--- src/rtl/lc3b_mem_arbiter.sv ---
// Shared memory-port arbiter for the LC-3b FE/MEM stages: one transaction at a time, data over fetch.
// Optional fetch starvation guard enabled by defining LC3B_ARB_STARVE_GUARD_EN.
module lc3b_mem_arbiter #(
  parameter int unsigned MEM_LATENCY  = 5,
  parameter int unsigned STARVE_LIMIT = 4
) (
  input  logic        clk,
  input  logic        reset,
  input  logic        i_req,
  input  logic [15:0] i_addr,
  output logic [15:0] i_rdata,
  output logic        i_ready,
  input  logic        d_req,
  input  logic        d_we,
  input  logic        d_byte,
  input  logic [15:0] d_addr,
  input  logic [15:0] d_wdata,
  output logic [15:0] d_rdata,
  output logic        d_ready,
  output logic        mem_en,
  output logic [1:0]  mem_we,
  output logic [14:0] mem_addr,
  output logic [15:0] mem_wdata,
  input  logic [15:0] mem_rdata,
  output logic        arb_busy
);

  typedef enum logic [1:0] {IDLE, BUSY, DONE} state_t;
  typedef enum logic {FETCH, DATA} owner_t;

  localparam logic [3:0] CNT_INIT = 4'(MEM_LATENCY - 1);

  state_t      state, state_next;
  owner_t      owner;
  logic [3:0]  cnt;
  logic [14:0] cap_addr;
  logic        cap_we;
  logic        cap_byte;
  logic        cap_lsb;
  logic [15:0] cap_wdata;
  logic        grant_d;
  logic        grant_i;
  logic        force_fetch;
  logic        unused_addr_lsb;

  assign unused_addr_lsb = i_addr[0];

`ifdef LC3B_ARB_STARVE_GUARD_EN
  logic [3:0] starve;

  assign force_fetch = i_req && (starve == 4'(STARVE_LIMIT));

  // Counts data grants that left a waiting fetch behind; any other grant clears it.
  always_ff @(posedge clk) begin
    if (reset) begin
      starve <= '0;
    end else if (grant_d) begin
      starve <= i_req ? starve + 4'd1 : '0;
    end else if (grant_i) begin
      starve <= '0;
    end
  end
`else
  localparam int unsigned UNUSED_STARVE_LIMIT = STARVE_LIMIT;
  assign force_fetch = 1'b0;
`endif

  assign grant_d = (state == IDLE) && d_req && !force_fetch;
  assign grant_i = (state == IDLE) && i_req && !grant_d;

  always_comb begin
    state_next = state;
    case (state)
      IDLE:    if (grant_d || grant_i) state_next = BUSY;
      BUSY:    if (cnt == 4'd0) state_next = DONE;
      DONE:    state_next = IDLE;
      default: state_next = IDLE;
    endcase
  end

  always_ff @(posedge clk) begin
    if (reset) begin
      state     <= IDLE;
      owner     <= FETCH;
      cnt       <= '0;
      cap_addr  <= '0;
      cap_we    <= 1'b0;
      cap_byte  <= 1'b0;
      cap_lsb   <= 1'b0;
      cap_wdata <= '0;
      i_rdata   <= '0;
      d_rdata   <= '0;
    end else begin
      state <= state_next;
      case (state)
        IDLE: begin
          if (grant_d) begin
            owner     <= DATA;
            cnt       <= CNT_INIT;
            cap_addr  <= d_addr[15:1];
            cap_we    <= d_we;
            cap_byte  <= d_byte;
            cap_lsb   <= d_addr[0];
            // Byte stores replicate the byte onto both lanes; the lane enable picks the half.
            cap_wdata <= d_byte ? {d_wdata[7:0], d_wdata[7:0]} : d_wdata;
          end else if (grant_i) begin
            owner     <= FETCH;
            cnt       <= CNT_INIT;
            cap_addr  <= i_addr[15:1];
            cap_we    <= 1'b0;
            cap_byte  <= 1'b0;
            cap_lsb   <= 1'b0;
            cap_wdata <= '0;
          end
        end
        BUSY: begin
          if (cnt == 4'd0) begin
            if (owner == DATA) d_rdata <= mem_rdata;
            else               i_rdata <= mem_rdata;
          end else begin
            cnt <= cnt - 4'd1;
          end
        end
        default: ;
      endcase
    end
  end

  always_comb begin
    mem_en  = 1'b0;
    mem_we  = '0;
    i_ready = 1'b0;
    d_ready = 1'b0;
    case (state)
      BUSY: begin
        mem_en = 1'b1;
        if ((cnt == 4'd0) && cap_we) begin
          if (!cap_byte)    mem_we = 2'b11;
          else if (cap_lsb) mem_we = 2'b10;
          else              mem_we = 2'b01;
        end
      end
      DONE: begin
        i_ready = (owner == FETCH);
        d_ready = (owner == DATA);
      end
      default: ;
    endcase
  end

  assign mem_addr  = cap_addr;
  assign mem_wdata = cap_wdata;
  assign arb_busy  = (state != IDLE);

endmodule
--- config.mk ---
export PLATFORM = sky130hd
export DESIGN_NAME = lc3b_mem_arbiter
export DESIGN_NICKNAME = d
export VERILOG_FILES = /design/src/rtl/lc3b_mem_arbiter.sv
export SDC_FILE = /design/constraint.sdc
export NUM_CORES = 1
export LEC_CHECK = 0
export CAP_MARGIN = 20
export CORE_AREA = 2 2 98 100
export CTS_CLUSTER_DIAMETER = 200
export DETAILED_ROUTE_END_ITERATION = 7
export DIE_AREA = 0 0 100 102
export PLACE_DENSITY = 0.77
export SYNTH_ARGS = -nofsm -noshare
export SYNTH_HDL_FRONTEND = slang
export SYNTH_SLANG_ARGS = --single-unit
--- constraint.sdc ---
create_clock -name clk -period 2.1 [get_ports clk]
set_input_delay 0.42 -clock clk [delete_from_list [all_inputs] [get_ports clk]]
set_output_delay 0.42 -clock clk [all_outputs]
set_load 0.05 [all_outputs]
==> summary.txt, run 1 <==
Final layout
  • Area grow syn2layout: 54.34%
  • Nets: 559
  • Diodes inserted: 0
  • Layout cell share with drive strength beyond 1: 0.1341
  • Most common library cell in the layout ignoring fill and taps: clkdlybuf4s50_1
  • Most frequent cells in the layout: clkdlybuf4s50_1, dfxtp_1, nand2_1, o21ai_0, a21oi_1

Yosys
  • Yosys reg bits: 73
  • Synth Area in Adders: 0.003967
  • Largest family of logic cells by synthesized area: compound AO/OA/AOI/OAI gates
  • Simple-gate share of the synthesized area: 0.1801
  • Syn Std Cell Area: 0.003154 sq mm
  • Library cells used by synthesis: 38
  • YS warnings: 0
  • Synth Area per Inst: approximately 8.9 sq um
  • Post-synthesis compound-gate area fraction: 0.2011
  • Mux contribution to synthesized area: 0.08568
  • Post-synthesis sequential area ratio: 0.4633
  • Post-Syn Nets: between 400 and 500
  • Post-synthesis xor/xnor area fraction: 0
  • Cells after Synth: 354

Clock network
  • Clk sink count: 73
  • Clk_lat worst skew: 0.34 ns
  • CTS clk-pin slew, worst paths: 0.07 ns
  • CTS Buffer Depth: 2
  • Post CTS Setup Buffer Count: 0
  • Clock Root Buffer: clkbuf_8
  • H-tree depth: 3
  • CTS tree: done
  • Cts bufs inserted: 9

STA
  • Worst Skew: 0.007805 ns
  • Setup ws final: between 0.1 and 0.15 ns
  • Slew HR: 0.5738
  • Setup violators final: 0
  • RSZ-0062 raised after global routing: no
  • Final Hold Viols: 0
  • Fin. max-slew vios: 0
  • Slew at the pin closest to its max-slew limit: 0.6393 ns
  • Crit path time final: 1.952 ns
  • Period utilisation layout: 0.9297
  • Setup TNS: 0 ns
  • Highest Clock Rate: 0.5122 GHz

Floorplanning
  • # IOs: between 100 and 150
  • Site Rows: 35
  • Core area: approximately 0.009 sq mm
  • Die height: ~100 um
  • DIE AREA: 0.01020 sq mm
  • Die width: 100 um
  • Starting Density: 0.3463

Drt
  • ANT nets after route: 0
  • 1st-pass router iterations: 4
  • WL final: just over 9000 um
  • Wire per inst: approximately 15 um
  • Post-route DRC: 0
  • Vias: between 3000 and 4000
  • Vias/cell: 5.063
  • Initial DRC Count: 118

Place
  • Port bufs: around 140
  • Pre-CTS setup slack: roughly 0.17 ns
  • GPL Wtd Cong: 0.7342
  • Hpwl dp: 6478 um

Global route
  • GR Overflow Total: 0
  • Number of global-route vias before repair: 3102
  • Global-route wire length before repair: between 10000 and 15000 um
  • Pin count of the biggest net entering global routing: 42
  • Total track usage: 0.1784
  • Initial antenna violation count: 0

Worst setup path
  • Worst EP arrival: 1.53 ns
  • Worst EP required: about 1.7 ns
  • Critical Path Fanout Max: 5
  • CP Class: flip-flop to primary output
  • Setup crit end kind: primary output
  • Startpoint types: flip-flop

Min path
  • Hold Crit Class: flip-flop to flip-flop

Power and ir drop
  • Leak: 1.833 nW
  • Tot Pwr: 3.808 mW
  • Peak supply drop: ~0.36 mV
  • Pwr Density: roughly 800 mW/mm^2

Status
  • Outcome: finished clean

Flow run
  • Max-cap violation count: 0
path summary, 6_finish.rpt:
check	endpoint	slack, ns	from	cells past startpoint
setup / recovery	mem_we[0]	0.15	cnt[0]	6
hold / removal	d_rdata[8]	0.46	d_rdata[8]	2
setup reg to reg	i_rdata[4]	0.27	cnt[0]	5
hold reg to reg	d_rdata[8]	0.46	d_rdata[8]	2
cell families (layout without fill, tap and decap cells):
kind of cell | count (synthesis) | count (layout)
buffers and inverters | 50 | 188
AOI/OAI and AO/OA | 98 | 98
adders and majority gates | 1 | 1
DFF | 73 | 73
muxes | 26 | 26
and+or+nand+nor | 106 | 106
final cells by class:
cell class                      instances  area, sq um
Fill cell                             859         4240
Multi-Input combinational cell        231         1535
Timing Repair Buffer                  153         1496
Sequential cell                        73         1461
Clock buffer                           11        141.4
Tap cell                              111        138.9
Inverter                               20        75.07
Clock inverter                          4        20.02
layer usage:
layer	GRT usage	wire length, um	vias up	share of wire
li1	-	-	1509	-
met2	0.3207	4584	80	0.50
met1	0.2061	3881	1453	0.42
met3	0.04993	553	11	0.060
met5	0	0	-	0
met4	0.05796	128	0	0.014
cell usage after synthesis, drive strengths merged:
library cell	instances	area, sq um
clkbuf	26	97.59
o21ai	34	170.2
inv	20	75.07
mux2	8	90.09
nand4	1	6.260
or3b	13	113.9
mux2i	18	180.2
a211o	1	8.760
a21bo	1	10.01
a221oi	13	113.9
nand2b	17	106.4
o31ai	1	7.510
a32o	2	20.02
a21boi	1	7.510
and3	2	12.51
a21oi	23	115.1
nor3	16	80.08
o211ai	2	15.01
and4b	1	10.01
or2	2	12.52
nor2	5	18.77
nor3b	3	22.52
buf	4	35.03
ha	1	12.51
nand2	41	153.9
a31oi	1	6.260
a31o	16	140.1
nand3	2	10.01
and3b	1	8.760
o21a	1	7.510
nor2b	2	12.51
o22ai	2	12.51
dfxtp	73	1461
per-stage QoR:
stage / std cells / area, sq um / util / hold WS (ns)
4_1_cts: 603 / 4841 / 0.5315 / 0.4619
5_1_grt: 603 / 4868 / 0.5345 / 0.4814
3_3_place_gp: 588 / 4662 / 0.5118 / 0.4424
2_1_floorplan: 354 / 3154 / - / 0.4498
3_5_place_dp: 588 / 4662 / 0.5118 / 0.4489
6_report: 603 / 4868 / 0.5345 / 0.4636
sequential cells by signal (all words and copies together), names as in the netlist:
signal and cells:
cap_we 1, state 2, d_rdata 16, mem_addr 15, cap_lsb 1, owner 1
i_rdata 16, cnt 4, mem_wdata 16, cap_byte 1
timing repair:
action / in CTS / in global routing
hold buffers: 0 / 0
pin swaps: 0 / 1
gates cloned: 0 / 0
resized for setup: 5 / 5
endpoints found under the setup margin: 2 / 2
critical path: stages (launching register included):
cell and delay, ns:
dfxtp_1 0.34, inv_2 0.09, ha_4 0.16, nor2b_4 0.15, nand3_2 0.11, a21oi_2 0.19, buf_12 0.16
power by group:
part	total (mW)	internal (mW)	switching, mW
Clock	0.937	0.447	0.490
Combinational	1.29	0.504	0.782
Sequential	1.59	1.51	0.0768
No activity file was read; power rests on OpenSTA's default activity.
==> run 2: changes to the inputs <==
--- a/config.mk
+++ b/config.mk
@@ -5,6 +5,7 @@
 export SDC_FILE = /design/constraint.sdc
 export NUM_CORES = 1
 export LEC_CHECK = 0
+export ABC_CLOCK_PERIOD_IN_PS = 2100
 export CAP_MARGIN = 20
 export CORE_AREA = 2 2 98 100
 export CTS_CLUSTER_DIAMETER = 200
==> results of run 2 <==
Final layout, timing and power as in run 1 (identical DEF).
==> patch (settings of run 1) <==
Re-encode `state_t` (3 states) as one-hot, 3 bits wide.
--- a/src/rtl/lc3b_mem_arbiter.sv
+++ b/src/rtl/lc3b_mem_arbiter.sv
@@ -25,7 +25,7 @@
   output logic        arb_busy
 );
 
-  typedef enum logic [1:0] {IDLE, BUSY, DONE} state_t;
+  typedef enum logic [2:0] {IDLE = 3'b001, BUSY = 3'b010, DONE = 3'b100} state_t;
   typedef enum logic {FETCH, DATA} owner_t;
 
   localparam logic [3:0] CNT_INIT = 4'(MEM_LATENCY - 1);
Function: same outputs for any inputs over 10 cycles, from zero or initial values and one cycle with reset high; not proved beyond that.
==> patch against run 1 <==
The flow now finishes with violations (negative setup slack). Worst setup slack worse by 0.21 ns. Sequential share of layout area up 1.3 points. Largest cell class is now non-clock buffers. Critical endpoint unchanged. Combinational power down 23%. Design area down 2.6%. Routed wire length down 5.3%. Sequential cell count up 1. Synthesized cell count down 4.5%. Critical path type unchanged. Global-route usage down 1.3 points. Clock skew up 0.0027 ns. Highest routed layer unchanged. Power up 2.1%. Synthesized area down 7.7%. Via count down 2.4%.
==> patch: results (changes against run 1) <==
status=finished with violations (was complete, no violations); failing checks=negative setup slack; Leak=1.696 nW (was 1.833 nW); count of different cell masters after synthesis=35 (was 38); endpoints failing setup=2 (was 0); Detail Route met3 WL=705 µm (was 553 µm); peak supply drop=0.4616 mV (was 0.3627 mV); fillers=848 (was 859); adder-cell share of the synthesized area=0.004299 (was 0.003967); crit path max fanout=2 (was 5); Setup Total Neg Slack=-0.1121 ns (was 0 ns); met3 Resource Use GR=0.05609 (was 0.04993); GRT met2 Usage=0.3035 (was 0.3207); Final Net Count=550 (was 559); worst hold start=i_rdata[2] (was d_rdata[8]); slowest stage cell, crit path=or3b_4 (was dfxtp_1); Critical Path Max Stage Delay=0.39 ns (was 0.34 ns); post-synthesis sequential area ratio=0.5090 (was 0.4633); final core utilization=0.5205 (was 0.5345); actual slew at the worst max-slew pin=0.5259 ns (was 0.6393 ns); WP data arrival=1.74 ns (was 1.53 ns); hold endpoint=i_rdata[2] (was d_rdata[8]); cells on worst reg2reg path=8 (was 5); wire length on met2=4294 µm (was 4584 µm); dpl ws=0.04408 ns (was 0.1736 ns); complex-gate fraction of the synthesized area=0.1870 (was 0.2011); top cells by count, synth=dfxtp_1, nand2_1, a21oi_1 (was dfxtp_1, nand2_1, o21ai_0); largest net degree at the start of global routing=29 (was 42); RePlAce Congestion=0.8202 (was 0.7342); Net Count, Synth=409 (was 425); DP HPWL=6049 µm (was 6478 µm); Reg2Reg Setup Slack=0.25 ns (was 0.27 ns); drt initial violations=160 (was 118); critical path launch point=cnt[1] (was cnt[0]); CP top delay family=simple AND/OR/NAND/NOR gates (was flip-flops); gr usage total=0.1657 (was 0.1784); Cells after Synth=338 (was 354); met1 wire length=3586 µm (was 3881 µm); Placed Area=4429 µm² (was 4662 µm²); drt wl/cell=14.58 µm (was 15.17 µm); final worst slack=-0.06076 ns (was 0.1476 ns); layout cell share with drive strength beyond 1=0.1366 (was 0.1341); DR pass1 iterations=5 (was 4); multiplexer share of the synthesized area=0.03095 (was 0.08568); post-route insts no fill=594 (was 603)
-- patch: repair_timing --
item / in CTS / in global routing
gates resized for setup: 9 / 5
buffers inserted: 3 / 0
endpoints found under the setup margin: 2 / 3
pin swaps: 2 / 1
-- patch: area by class of cell --
| cell class | count | area share |
|---|---|---|
| sequential | 74 | 0.3130 |
| inverter | 6 | 0.004751 |
| multi-input combinational | 233 | 0.2811 |
| tap | 111 | 0.02930 |
| timing repair buffer | 155 | 0.3215 |
| clock inverter | 6 | 0.02428 |
| clock buffer | 9 | 0.02613 |
-- patch: tightest hold or removal path, delay by kind of cell, from the launching register on --
kind | cells | cell delay [ns]
AOI/OAI and AO/OA | 1 | 0.05
DFF | 1 | 0.31
and+or+nand+nor | 1 | 0.05
-- patch: where the power goes --
| group | switching, mW | internal, mW | total (mW) | leakage (nW) |
|---|---|---|---|---|
| Clock | 0.534 | 0.789 | 1.32 | 0.116 |
| Sequential | 0.0697 | 1.50 | 1.57 | 0.603 |
| Combinational | 0.591 | 0.406 | 0.996 | 0.977 |
